===== src/rtl/data_mem_arbiter_if.sv =====
// ---------------------------------------------------------------------------
// data_mem_arbiter_if
//   One requester port of the data memory arbiter. The CPU load/store unit and
//   the host loader each connect through their own instance.
//
//   req     requester -> arbiter  transfer request, held until gnt
//   we      requester -> arbiter  1 = write, 0 = read
//   addr    requester -> arbiter  word address
//   wdata   requester -> arbiter  write data
//   gnt     arbiter -> requester  transfer accepted this cycle (combinational)
//   rvalid  arbiter -> requester  rdata valid, cycle after a read grant
//   rdata   arbiter -> requester  registered read data
//
//   master: requester view, slave: arbiter view.
// ---------------------------------------------------------------------------
interface data_mem_arbiter_if #(
    parameter int ADDR_W = 15,
    parameter int DATA_W = 32
);
    logic              req;
    logic              we;
    logic [ADDR_W-1:0] addr;
    logic [DATA_W-1:0] wdata;
    logic              gnt;
    logic              rvalid;
    logic [DATA_W-1:0] rdata;

    modport master (
        output req, we, addr, wdata,
        input  gnt, rvalid, rdata
    );

    modport slave (
        input  req, we, addr, wdata,
        output gnt, rvalid, rdata
    );
endinterface


===== src/rtl/data_mem_arbiter.sv =====
// ---------------------------------------------------------------------------
// data_mem_arbiter
//   Shares the write-port / async-read-port data memory between the CPU
//   load/store unit and the host loader. Round-robin arbitration with one
//   transfer per cycle; read data is registered and returned one cycle after
//   the grant. Out-of-range accesses (addr >= DEPTH) never write memory, read
//   back as zero and set a sticky error flag.
//
//   clk             in   clock, all state on posedge
//   rst             in   synchronous reset, active high
//   cpu             slave port of data_mem_arbiter_if (CPU load/store unit)
//   host            slave port of data_mem_arbiter_if (host loader)
//   mem_read_addr   out  read address to data_mem
//   mem_write_addr  out  write address to data_mem
//   mem_data        out  write data to data_mem
//   mem_WE          out  write enable to data_mem
//   mem_read        in   asynchronous read data from data_mem
//   oob_err         out  sticky: an out-of-range access was granted
// ---------------------------------------------------------------------------
module data_mem_arbiter #(
    parameter int ADDR_W = 15,
    parameter int DATA_W = 32,
    parameter int DEPTH  = 32
) (
    input  logic                 clk,
    input  logic                 rst,
    data_mem_arbiter_if.slave    cpu,
    data_mem_arbiter_if.slave    host,
    output logic [ADDR_W-1:0]    mem_read_addr,
    output logic [ADDR_W-1:0]    mem_write_addr,
    output logic [DATA_W-1:0]    mem_data,
    output logic                 mem_WE,
    input  logic [DATA_W-1:0]    mem_read,
    output logic                 oob_err
);

    typedef enum logic {
        SIDE_CPU  = 1'b0,
        SIDE_HOST = 1'b1
    } side_e;

    // One extra bit so the limit is representable even when DEPTH == 2**ADDR_W;
    // the compare covers every address bit, so nothing aliases into range.
    localparam logic [ADDR_W:0] DEPTH_LIM = (ADDR_W + 1)'(DEPTH);

    side_e             last_grant;
    logic              cpu_gnt;
    logic              host_gnt;
    logic              any_gnt;
    logic              sel_we;
    logic [ADDR_W-1:0] sel_addr;
    logic [DATA_W-1:0] sel_wdata;
    logic              in_range;
    logic [DATA_W-1:0] rd_word;

    logic              cpu_rvalid_q;
    logic              host_rvalid_q;
    logic [DATA_W-1:0] cpu_rdata_q;
    logic [DATA_W-1:0] host_rdata_q;
    logic              oob_err_q;

    // NOTE: every signal written here gets a default first, so no path through
    // the block leaves a value unassigned and no latch is inferred.
    always_comb begin
        cpu_gnt  = 1'b0;
        host_gnt = 1'b0;
        if (!rst) begin
            if (cpu.req && host.req) begin
                // Contention: the side that did not win last time goes now.
                cpu_gnt  = (last_grant == SIDE_HOST);
                host_gnt = (last_grant == SIDE_CPU);
            end else begin
                cpu_gnt  = cpu.req;
                host_gnt = host.req;
            end
        end

        any_gnt = cpu_gnt | host_gnt;

        // The host only steers the memory bus while granted; otherwise the
        // CPU inputs pass through (harmless, mem_WE stays low).
        sel_we    = host_gnt ? host.we    : cpu.we;
        sel_addr  = host_gnt ? host.addr  : cpu.addr;
        sel_wdata = host_gnt ? host.wdata : cpu.wdata;

        in_range = ({1'b0, sel_addr} < DEPTH_LIM);

        mem_read_addr  = sel_addr;
        mem_write_addr = sel_addr;
        mem_data       = sel_wdata;
        mem_WE         = any_gnt & sel_we & in_range;

        rd_word = in_range ? mem_read : '0;
    end

    // NOTE: state is updated with non-blocking assignments so every register
    // samples the pre-edge values, independent of statement order.
    always_ff @(posedge clk) begin
        if (rst) begin
            // Reset is sampled synchronously; the grant logic above also
            // holds every grant low while rst is high, dropping pending requests.
            cpu_rvalid_q  <= 1'b0;
            host_rvalid_q <= 1'b0;
            cpu_rdata_q   <= '0;
            host_rdata_q  <= '0;
            oob_err_q     <= 1'b0;
            last_grant    <= SIDE_HOST;
        end else begin
            // rvalid is a one-cycle pulse per granted read; rdata holds otherwise.
            cpu_rvalid_q  <= cpu_gnt & ~cpu.we;
            host_rvalid_q <= host_gnt & ~host.we;

            if (cpu_gnt && !cpu.we) begin
                cpu_rdata_q <= rd_word;
            end
            if (host_gnt && !host.we) begin
                host_rdata_q <= rd_word;
            end

            if (any_gnt) begin
                last_grant <= host_gnt ? SIDE_HOST : SIDE_CPU;
                if (!in_range) begin
                    oob_err_q <= 1'b1;
                end
            end
        end
    end

    assign cpu.gnt     = cpu_gnt;
    assign host.gnt    = host_gnt;
    assign cpu.rvalid  = cpu_rvalid_q;
    assign host.rvalid = host_rvalid_q;
    assign cpu.rdata   = cpu_rdata_q;
    assign host.rdata  = host_rdata_q;
    assign oob_err     = oob_err_q;

endmodule

===== src/flat_wrapper.sv =====
// flat-port wrapper written by rule: the top's interface ports become plain ports
module data_mem_arbiter_flat 
#(
    parameter int ADDR_W = 15,
    parameter int DATA_W = 32,
    parameter int DEPTH  = 32
)
  (clk, rst, mem_read_addr, mem_write_addr, mem_data, mem_WE, mem_read, oob_err, cpu_req, cpu_we, cpu_addr, cpu_wdata, cpu_gnt, cpu_rvalid, cpu_rdata, host_req, host_we, host_addr, host_wdata, host_gnt, host_rvalid, host_rdata);
  data_mem_arbiter_if #(.ADDR_W(ADDR_W), .DATA_W(DATA_W)) cpu_i ();
  data_mem_arbiter_if #(.ADDR_W(ADDR_W), .DATA_W(DATA_W)) host_i ();
  input  logic clk;
  input  logic rst;
  output logic [ADDR_W-1:0] mem_read_addr;
  output logic [ADDR_W-1:0] mem_write_addr;
  output logic [DATA_W-1:0] mem_data;
  output logic mem_WE;
  input  logic [DATA_W-1:0] mem_read;
  output logic oob_err;
  input wire logic [$bits(cpu_i.req)-1:0] cpu_req;
  input wire logic [$bits(cpu_i.we)-1:0] cpu_we;
  input wire logic [$bits(cpu_i.addr)-1:0] cpu_addr;
  input wire logic [$bits(cpu_i.wdata)-1:0] cpu_wdata;
  output wire logic [$bits(cpu_i.gnt)-1:0] cpu_gnt;
  output wire logic [$bits(cpu_i.rvalid)-1:0] cpu_rvalid;
  output wire logic [$bits(cpu_i.rdata)-1:0] cpu_rdata;
  input wire logic [$bits(host_i.req)-1:0] host_req;
  input wire logic [$bits(host_i.we)-1:0] host_we;
  input wire logic [$bits(host_i.addr)-1:0] host_addr;
  input wire logic [$bits(host_i.wdata)-1:0] host_wdata;
  output wire logic [$bits(host_i.gnt)-1:0] host_gnt;
  output wire logic [$bits(host_i.rvalid)-1:0] host_rvalid;
  output wire logic [$bits(host_i.rdata)-1:0] host_rdata;
  assign cpu_i.req = cpu_req;
  assign cpu_i.we = cpu_we;
  assign cpu_i.addr = cpu_addr;
  assign cpu_i.wdata = cpu_wdata;
  assign cpu_gnt = cpu_i.gnt;
  assign cpu_rvalid = cpu_i.rvalid;
  assign cpu_rdata = cpu_i.rdata;
  assign host_i.req = host_req;
  assign host_i.we = host_we;
  assign host_i.addr = host_addr;
  assign host_i.wdata = host_wdata;
  assign host_gnt = host_i.gnt;
  assign host_rvalid = host_i.rvalid;
  assign host_rdata = host_i.rdata;
  data_mem_arbiter #(.ADDR_W(ADDR_W), .DATA_W(DATA_W), .DEPTH(DEPTH)) u_core (.clk(clk), .rst(rst), .cpu(cpu_i), .host(host_i), .mem_read_addr(mem_read_addr), .mem_write_addr(mem_write_addr), .mem_data(mem_data), .mem_WE(mem_WE), .mem_read(mem_read), .oob_err(oob_err));
endmodule

===== config.mk =====
export PLATFORM = sky130hd
export DESIGN_NAME = data_mem_arbiter_flat
export DESIGN_NICKNAME = d
export VERILOG_FILES = /design/src/rtl/data_mem_arbiter_if.sv /design/src/rtl/data_mem_arbiter.sv /design/src/flat_wrapper.sv
export SDC_FILE = /design/constraint.sdc
export NUM_CORES = 1
export LEC_CHECK = 0
export ABC_AREA = 0
export CAP_MARGIN = 20
export CORE_ASPECT_RATIO = 0.9
export CORE_MARGIN = 1.5
export CORE_UTILIZATION = 30
export CTS_CLUSTER_DIAMETER = 100
export DETAILED_ROUTE_END_ITERATION = 16
export GPL_TIMING_DRIVEN = 0
export PLACE_DENSITY_LB_ADDON = 0.25
export SLEW_MARGIN = 10
export SYNTH_ARGS = -nofsm -noshare
export SYNTH_HDL_FRONTEND = slang
export SYNTH_SLANG_ARGS = --single-unit

===== constraint.sdc =====
create_clock -name clk -period 1.9 [get_ports clk]
set_clock_uncertainty 0.15 [all_clocks]
set_input_delay 0.285 -clock clk [delete_from_list [all_inputs] [get_ports clk]]
set_output_delay 0.285 -clock clk [all_outputs]
set_load 0.02 [all_outputs]

# ---- Word level (Yosys, flattened, before mapping)
# Cells that the tools add are included.
dict set report word_totals {
  reg_bits 68
  input_bits 132
  output_inout_bits 132
  wordCells 31
}
dict set report classes {
  order_cmp 1
  muxes 9
  n_bitwise 9
  reduce_logical 6
}
# cell count
set op_table {}
lappend op_table {{two-way mux 32 bit} 2}
lappend op_table {{< comparator 15 x 6 -> 1 bit (second input constant)} 1}
lappend op_table {{two-way mux 15 bit} 1}
lappend op_table {{two-way mux 1 bit} 6}
lappend op_table {{bitwise AND 1 bit} 4}
lappend op_table {{NOT 1 bit} 4}
lappend op_table {{logical AND 1 bit} 3}
lappend op_table {{zero test 1 bit} 2}
lappend op_table {{AND reduction 2 bit} 1}
lappend op_table {{bitwise OR 1 bit} 1}

# ---- Longest topological paths before layout
# Gate-level depths: netlist of run 1.
dict set report depth {
  word_depth 7
  mapped_depth 8
  depth_no_buf 5
}

# ---- Worst setup path before layout of run 1
# Ideal clock, no wire load.
dict set report synth_timing {
  path_kind {input -> output}
  from {input host_addr[10]}
  to {output mem_WE}
  arrival_ns 1.959
  required_time_ns 1.465
  path_slack_ns -0.494
  cell_stages 5
  cell_sequence {or4_4 > nor4b_4 > mux2i_2 > buf_6 > a211oi_1}
}
dict set report synth_via {
  elab_chain_cells 3
}
# item line_no
set synth_rtl {}
lappend synth_rtl {{start, declared} flat_wrapper.sv:28} ;# input wire logic [$bits(host_i.addr)-1:0] host_addr;
lappend synth_rtl {{two-way mux 15 bit} data_mem_arbiter.sv:83} ;# sel_addr = host_gnt ? host.addr : cpu.addr;
lappend synth_rtl {{< comparator 15 x 6 -> 1 bit} data_mem_arbiter.sv:86} ;# in_range = ({1'b0, sel_addr} < DEPTH_LIM);
lappend synth_rtl {{bitwise AND 1 bit} data_mem_arbiter.sv:91} ;# mem_WE = any_gnt & sel_we & in_range;
lappend synth_rtl {{end, declared} flat_wrapper.sv:16} ;# output logic mem_WE;
# No other way between the ends.

# ---- Worst setup path after layout of run 1
dict set report layout_timing {
  from {input cpu_addr[9]}
  to {output mem_WE}
}
dict set report layout_via {
  elab_chain_cells 3
}
# item line_no
set layout_rtl {}
lappend layout_rtl {{start, declared} flat_wrapper.sv:21} ;# input wire logic [$bits(cpu_i.addr)-1:0] cpu_addr;
lappend layout_rtl {{two-way mux 15 bit} data_mem_arbiter.sv:83}
lappend layout_rtl {{< comparator 15 x 6 -> 1 bit} data_mem_arbiter.sv:86}
lappend layout_rtl {{bitwise AND 1 bit} data_mem_arbiter.sv:91}
# No other way between the ends.

==> metrics.txt, run 1 <==
outcome finished, violations left; failing checks setup timing; placed insts 763; vias in the first global route 3,813; Yosys top cell by area dfxtp_1; CP max stage cell clkdlybuf4s50_1; IO Port Bufs 263; HPWL after detailed placement 11,500 um; Post-DRT Antenna Nets 0; post-route cell area 7540 um2; global placement routability congestion 0.883; critical path, cell by cell clkdlybuf4s50_1, nor4_4, mux2i_4, buf_8, a211oi_4, buf_6; vias per cell 4.81; mean post-synth cell area 9.04 um2; final setup fails 116; final setup TNS -19,030 ps; Peak Freq 443 MHz; Yosys warning count 0; Worst-Margin Slew 507 ps; Final Hold Fails 0; H-Tree Depth 3; gr ovfl total 0; Crit path max-delay family buffers and inverters; top cells by area, synth dfxtp_1 (41%), mux2_2 (13%), nand2_1 (11%), o31ai_2 (11%), nand2b_1 (6.4%); Power Density 576 nW/um2; share of cells above drive strength 1 39.1%; critical path class input port to output pin; Pleak 3.11 nW; Arrival @ worst endpoint 1820 ps; Max VDD drop 0.362 mV; Root Buffer clkbuf_16; max_cap viols 0; Ant. Diodes 0; initial antenna violation count 0; first-pass GRT wire length 21,900 um; area share of the largest cell type after synthesis 41.0%; Die Footprint 11,700 um2; later-pin clock latency in the skew report 320 ps; TritonCTS buffer count 9; Initial Utilization 30.7%; post-place setup slack -1360 ps; routed wire length 15,500 um; clock sinks 68; Setup crit end kind output pin; largest net degree at the start of global routing 14; worst-path maximum fanout 2; die width 114 um; GRT Util Overall 25.2%; core area 10,800 um2; crit path buf inv count 3; Worst setup SP type input port; Die H 103 um; fin. max-slew vios 0; RSZ-0062 raised after global routing yes; post-route core utilization 69.8%; Reg clk slew, reported paths 60 ps; Synth-to-Final Area Change 127%; per-cell routed wire length 19.1 um; Net count, final 805; CTS tree built; period utilization 119%; residual DRC count 0; number of DRC markers in iteration 0 183; clock tree buffer depth 2; Critical Path Max Stage Delay 540 ps; dpl cell area 6160 um2; non-filler cells, final 811; sequential share of the synthesized area 41.0%; worst hold path class register to register; Tmin final 2260 ps; Post-Syn Nets 499; #FFs+latches synth 68; router iterations before antenna repair 4; Synth Instances 367; Rows 36; Post-Synthesis Cell Area 3320 um2; post-synth cell types 29; Max-slew headroom 66.0%; Ports 264; required time worst endpoint 1460 ps; via count 3,897; final setup margin -356 ps
logic make-up (layout without fill, tap and decap cells):
logic type,Yosys count,after routing,share of synthesized area (%)
mux,38,38,13.0
flops,68,68,41.0
compound gates,69,69,17.3
simple gates,147,147,21.1
buf+inv,45,356,7.58
area by class of cell:
type	instances	area, um2
fill	856	3270
timing repair buffer	298	3130
multi-input combinational	254	2160
sequential	68	1360
buffer	38	403
clock buffer	9	225
tap	133	166
clock inverter	7	75.1
inverter	4	22.5
path summary, 6_finish.rpt:
check	start	slack [ps]	cells after the start	to
max	cpu_addr[9]	-360	6	mem_WE
min	u_core.host.rdata[15]	300	2	u_core.host.rdata[15]
max reg2reg	u_core.last_grant	-190	11	u_core.cpu.rdata[19]
min reg2reg	u_core.host.rdata[15]	300	2	u_core.host.rdata[15]
layer usage:
metal | GRT usage [%] | wire length, um
met2 | 45.8 | 8130
met1 | 29.4 | 6030
met5 | 0 | 0
met3 | 7.05 | 1090
met4 | 6.35 | 274
tightest hold or removal path, cell delays in order (launching register included):
cell	delay (ps)
dfxtp_1	320
nand2_1	40
o21ai_0	50
cells in the final DEF, fill, tap and decap left out, types with 2 or more instances in the layout:
master,instances
nor4_4,2
clkbuf_1,3
buf_4,16
nand2_2,7
buf_12,6
nand2b_1,34
nand2_4,14
clkbuf_4,3
dfxtp_1,67
o31ai_2,18
buf_16,3
o21ai_1,6
or4_4,4
buf_6,94
dlygate4sd2_1,7
buf_2,6
clkbuf_16,11
nand2_1,76
clkdlybuf4s50_1,179
inv_1,3
mux2_4,36
buf_8,6
clkbuf_2,6
nand3_1,2
o21ai_0,27
clkinvlp_4,3
clkbuf_8,4
nor2_1,3
o31ai_4,13
power by group:
group / switching (mW) / internal (mW) / total [mW]
Clock: 0.671 / 1.02 / 1.69
Combinational: 0.525 / 0.692 / 1.22
Sequential: 0.00256 / 1.43 / 1.43
flip-flops by register name, summed over array words and instances (netlist names):
signal              cells
u_core.last_grant       1
u_core.cpu.rvalid       1
u_core.cpu.rdata       32
u_core.host.rvalid      1
u_core.oob_err          1
u_core.host.rdata      32
synth_stat cells (all sizes together):
cell type	count
a211oi	1
a31oi	2
buf	22
clkbuf	19
dfxtp	68
inv	4
mux2	37
mux2i	1
nand2	97
nand2b	34
nand3	2
nand3b	1
nor2	4
nor3	1
nor4	2
nor4b	1
o21a	1
o21ai	33
o31ai	32
or3	1
or4	4
repair_timing:
item,CTS,global route
hold buffers,0,0
gates resized for setup,547,91
setup buffers,20,10
setup endpoints to repair,131,124
gates cloned,7,1
pin swaps,11,29
per-stage QoR:
stage                     hold slack [ps]  power (mW)
after floorplan                       207        1.86
after global placement                287        2.43
after detailed placement              292        2.44
after CTS                             306        4.29
after global routing                  317        4.48
final                                 300        4.34
Note: power is estimated with default switching activity, not from simulation.
==> inputs of run 2 (changes only) <==
GPL_ROUTABILITY_DRIVEN = 0   (was unset)
==> run 2 against run 1 <==
  * Sequential cell count unchanged
  * The flow still finishes with violations (setup timing)
  * Clock-buffer cell count rose by 1
  * Global-route usage up 0.18 points
  * Hold slack about the same
  * First-iteration DRC count down 18%
  * Critical path type unchanged
  * Final cell count increased by 0.37%
  * Critical endpoint unchanged
  * Register-to-register slack worse by 90 ps
==> metrics.txt, run 2 (synthesized netlist as in run 1, its figures left out) <==
Peak Freq 444 MHz; TritonCTS buffer count 9; Crit. Startpoint cpu_addr[6]; M1 WL 6040 um; Root Buffer clkbuf_16; gr ovfl total 0; Die Footprint 11,700 um2; Worst path most repeated cell buf_6; Reg clk slew, reported paths 60 ps; Crit path max-delay family simple AND/OR/NAND/NOR gates; Arrival @ worst endpoint 1820 ps; Ports 264; failing checks setup timing; Rows 36; final setup TNS -22,890 ps; commonest non-fill, non-tap cell in the layout clkdlybuf4s50_1; HPWL after detailed placement 11,500 um; final setup margin -354 ps; sequential cell area 1360 um2; vias in the first global route 3,946; clock tree buffer depth 2; dpl cell area 6160 um2; flop2flop setup slack -280 ps; Top Layer Used met4; Worst setup SP type input port; via count 3,963; routed wire length 16,000 um; CP max stage cell or4_4; worst hold path class register to register; Synth-to-Final Area Change 135%; Power Density 591 nW/um2; Pleak 3.20 nW; Critical Path Max Stage Delay 540 ps; outcome finished, violations left; commonest non-fill, non-tap cells in the layout clkdlybuf4s50_1 (179), buf_6 (103), nand2_1 (68); CP Capture Point mem_WE; clock sinks 68; crit path buf inv count 3; Post-DRT Antenna Nets 0; first-pass GRT wire length 22,200 um; Met3 Wirelength 1250 um; later-pin clock latency in the skew report 330 ps; H-Tree Depth 3; fin. max-slew vios 0; Initial Utilization 30.7%; GRT Util Overall 25.3%; Net count, final 806; R2R Path End u_core.cpu.rdata[5]; Die H 103 um; core area 10,800 um2; Max VDD drop 0.367 mV; RSZ-0062 raised after global routing yes; required time worst endpoint 1460 ps; router iterations before antenna repair 4; CTS tree built; Setup crit end kind output pin; critical path class input port to output pin; residual DRC count 0; Final Hold Fails 0; worst-path maximum fanout 2; Multi-input gate area 2320 um2; Max-slew headroom 66.0%; IO Port Bufs 263; share of cells above drive strength 1 44.0%; die width 114 um; Stages on worst setup path 7; critical path, cell by cell buf_6, or4_4, nor4_4, mux2i_4, buf_8, a211oi_4, buf_6; final setup fails 103; max_cap viols 0; reg2reg path depth 12; Tmin final 2250 ps; fillers 774; largest net degree at the start of global routing 13; met2 routed WL 8140 um; worst r2r src u_core.last_grant; post-route cell area 7780 um2; Worst-Margin Slew 510 ps; number of DRC markers in iteration 0 150; per-cell routed wire length 19.6 um; period utilization 119%; initial antenna violation count 2; vias per cell 4.87
run 2: worst register-to-register path: stages (launching register included):
cell and delay, ps:
dfxtp_2 340, nand2_2 50, nand3b_1 190, buf_6 160, inv_8 40, mux2i_4 180, buf_4 150, buf_6 100
buf_6 100, buf_6 110, buf_12 140, clkbuf_16 160, o31ai_2 220
run 2: timing repair:
action                                  in CTS  in global routing
hold endpoints to repair                     0                  0
setup buffers                               16                 17
endpoints found under the setup margin     132                126
gates cloned                                 9                  2
hold buffers                                 0                  0
pin swaps                                   46                 23
gates resized for setup                    564                160
run 2: power breakdown:
group / switching, mW / internal, mW
clock network: 0.642 / 1.28
logic: 0.545 / 0.690
registers: 0.00293 / 1.43
run 2: stage by stage:
stage	hold slack, ps	worst slack, ps	std cells	utilization, %	total power, mW
floorplan	207	-226	367	-	1.86
global placement	284	-1360	763	57.0	2.43
detailed placement	295	-1410	763	57.0	2.44
CTS	297	-406	802	66.1	4.48
global route	317	-395	814	72.0	4.73
finish	300	-354	814	72.0	4.60
run 2: worst min path at each step:
stage | to | cells past startpoint | from | slack [ps]
after global routing | u_core.host.rdata[18] | 2 | u_core.host.rdata[18] | 320
after floorplan | u_core.host.rvalid | 1 | host_we | 210
after detailed placement | u_core.host.rdata[11] | 2 | u_core.host.rdata[11] | 300
after CTS | u_core.host.rdata[16] | 2 | u_core.host.rdata[16] | 300
after global placement | u_core.host.rdata[3] | 2 | u_core.host.rdata[3] | 280
final | u_core.host.rdata[18] | 2 | u_core.host.rdata[18] | 300
run 2: per-layer routing:
| metal | track usage, % | vias up |
|---|---|---|
| met4 | 9.52 | 0 |
| li1 | - | 1866 |
| met1 | 28.4 | 1878 |
| met5 | 0 | - |
| met3 | 8.35 | 36 |
| met2 | 45.3 | 183 |
run 2: cell type report:
type | count | share of cell area [%]
Antenna cell | 2 | 0.0643
Buffer | 37 | 4.92
Clock buffer | 10 | 2.94
Clock inverter | 6 | 1.43
Inverter | 4 | 0.289
Multi-Input combinational cell | 254 | 29.8
Sequential cell | 68 | 17.5
Tap cell | 133 | 2.14
Timing Repair Buffer | 300 | 40.9
==> RTL change: new RTL, config.mk and constraints of run 2 <==
Put one more register stage on the output `oob_err`, with the module's reset. The value now appears one clock later. The other outputs are not delayed to match.
--- a/src/rtl/data_mem_arbiter.sv
+++ b/src/rtl/data_mem_arbiter.sv
@@ -134,3 +134,9 @@
     assign host.rdata  = host_rdata_q;
-    assign oob_err     = oob_err_q;
+    always_ff @(posedge clk) begin
+        if (rst) begin
+            oob_err <= '0;
+        end else begin
+            oob_err <= oob_err_q;
+        end
+    end
 
Function: changed (Yosys sat finds a counterexample within 4 cycles, from zero or initial values and one cycle with rst high).
==> RTL change against run 2 <==
- critical endpoint unchanged
- final area decreased by 2.0%
- largest power group unchanged
- synthesized cell count increased by 0.54%
- sequential cell count rose by 1
- the flow still finishes with violations (negative setup slack)
- wire length down 2.5%
- register-to-register slack gained 0.30 ns
- setup slack improved by 0.0078 ns
- critical path type unchanged
- total power decreased by 0.15%
- non-clock buffer count is 1 higher
- synthesized area is 0.79% higher
==> RTL change: results (changes against run 2) <==
** Global route
- Global-route wire length before repair :: 21.80 mm (was 22.16 mm)
- The overall fraction of global-route tracks in use was 24.71% (was 25.33%).
- The number of antenna violations at the first check in global routing came to 0 (was 2).
- GRT met2 Usage :: 46.48% (was 45.27%)
- Number of global-route vias before repair :: 4,005 (was 3,946)

** Routing
- The met3 routed wirelength came to 1.082 mm (was 1.245 mm).
- Mean routed wirelength per cell :: 18.67 um (was 19.60 um)
- The via count of the routed design came to 3,944 (was 3,963).

** Clock tree
- The post-cts repair resize count is 547 (was 564).
- # Post-CTS Setup Buffers :: 22 (was 16)

** Cells and area
- The antenna cell count came to 0 (was 2).
- The number of filler cells placed in the layout came to 817 (was 774).
- The fraction of standard cell area that is sequential is 18.14% (was 17.51%).

** Timing
- The total setup violations reported at the end of the flow is 65 (was 103).
- The slew of the pin with the lowest slew margin came to 0.5268 ns (was 0.5103 ns).
- The worst hold margin came to 0.2840 ns (was 0.2998 ns).
- Final setup margin :: -0.3460 ns (was -0.3538 ns)

** Power
- Worst vdd rail ir drop :: 0.4931 mV (was 0.3670 mV)
- The leakage power total is 3.140 nW (was 3.202 nW).

** Worst setup path
- The worst reg-to-reg setup slack is 0.02 ns (was -0.28 ns).
- The capturing point of the worst reg2reg path is u_core.cpu.rdata[10] (was u_core.cpu.rdata[5]).

** Min path
- WHS Endpoint :: u_core.cpu.rdata[1] (was u_core.host.rdata[18])
- The critical hold path startpoint was rst (was u_core.host.rdata[18]).

** Run status
- Outcome :: finished, violations left (unchanged)
- Violations in the final reports: negative setup slack (unchanged).
==> RTL change: changes by cell type in the layout (fill, tap and decap cells not counted), moves of 3 or more <==
cell	before	now
sky130_fd_sc_hd__buf_6	103	83
sky130_fd_sc_hd__buf_4	7	23
sky130_fd_sc_hd__o31ai_4	16	3
sky130_fd_sc_hd__o31ai_2	14	25
sky130_fd_sc_hd__mux2_2	0	10
sky130_fd_sc_hd__mux2_4	37	27
sky130_fd_sc_hd__nand2_1	68	77
sky130_fd_sc_hd__nand2_4	18	10
sky130_fd_sc_hd__clkbuf_2	11	7
sky130_fd_sc_hd__buf_12	3	6
sky130_fd_sc_hd__buf_8	12	15
sky130_fd_sc_hd__o21ai_1	5	2
==> RTL change: worst max-delay path: stages <==
cell and delay [ns]:
sky130_fd_sc_hd__buf_8 0.10, sky130_fd_sc_hd__or4_4 0.54, sky130_fd_sc_hd__nor4_4 0.29, sky130_fd_sc_hd__mux2i_4 0.14, sky130_fd_sc_hd__buf_8 0.14, sky130_fd_sc_hd__a211oi_4 0.16, sky130_fd_sc_hd__buf_6 0.16
==> RTL change: cells by family (layout without fill, tap and decap cells) <==
logic type	Yosys count	in the layout	synth area share [%]
mux	38	38	12.87
flops	69	69	41.32
buf+inv	45	357	7.522
compound gates	69	69	17.14
simple gates	148	148	21.14
==> RTL change: per-stage QoR <==
stage,instances,area [um^2],setup WS (ns),power [mW],setup TNS (ns)
6_report,833,7624,-0.3460,4.588,-17.31
5_1_grt,833,7624,-0.4057,4.722,-23.21
4_1_cts,827,7189,-0.3960,4.476,-18.05
3_5_place_dp,784,6212,-1.393,2.457,-113.34
3_3_place_gp,784,6212,-1.384,2.450,-113.79
2_1_floorplan,369,3390,-0.2260,1.886,-0.2260
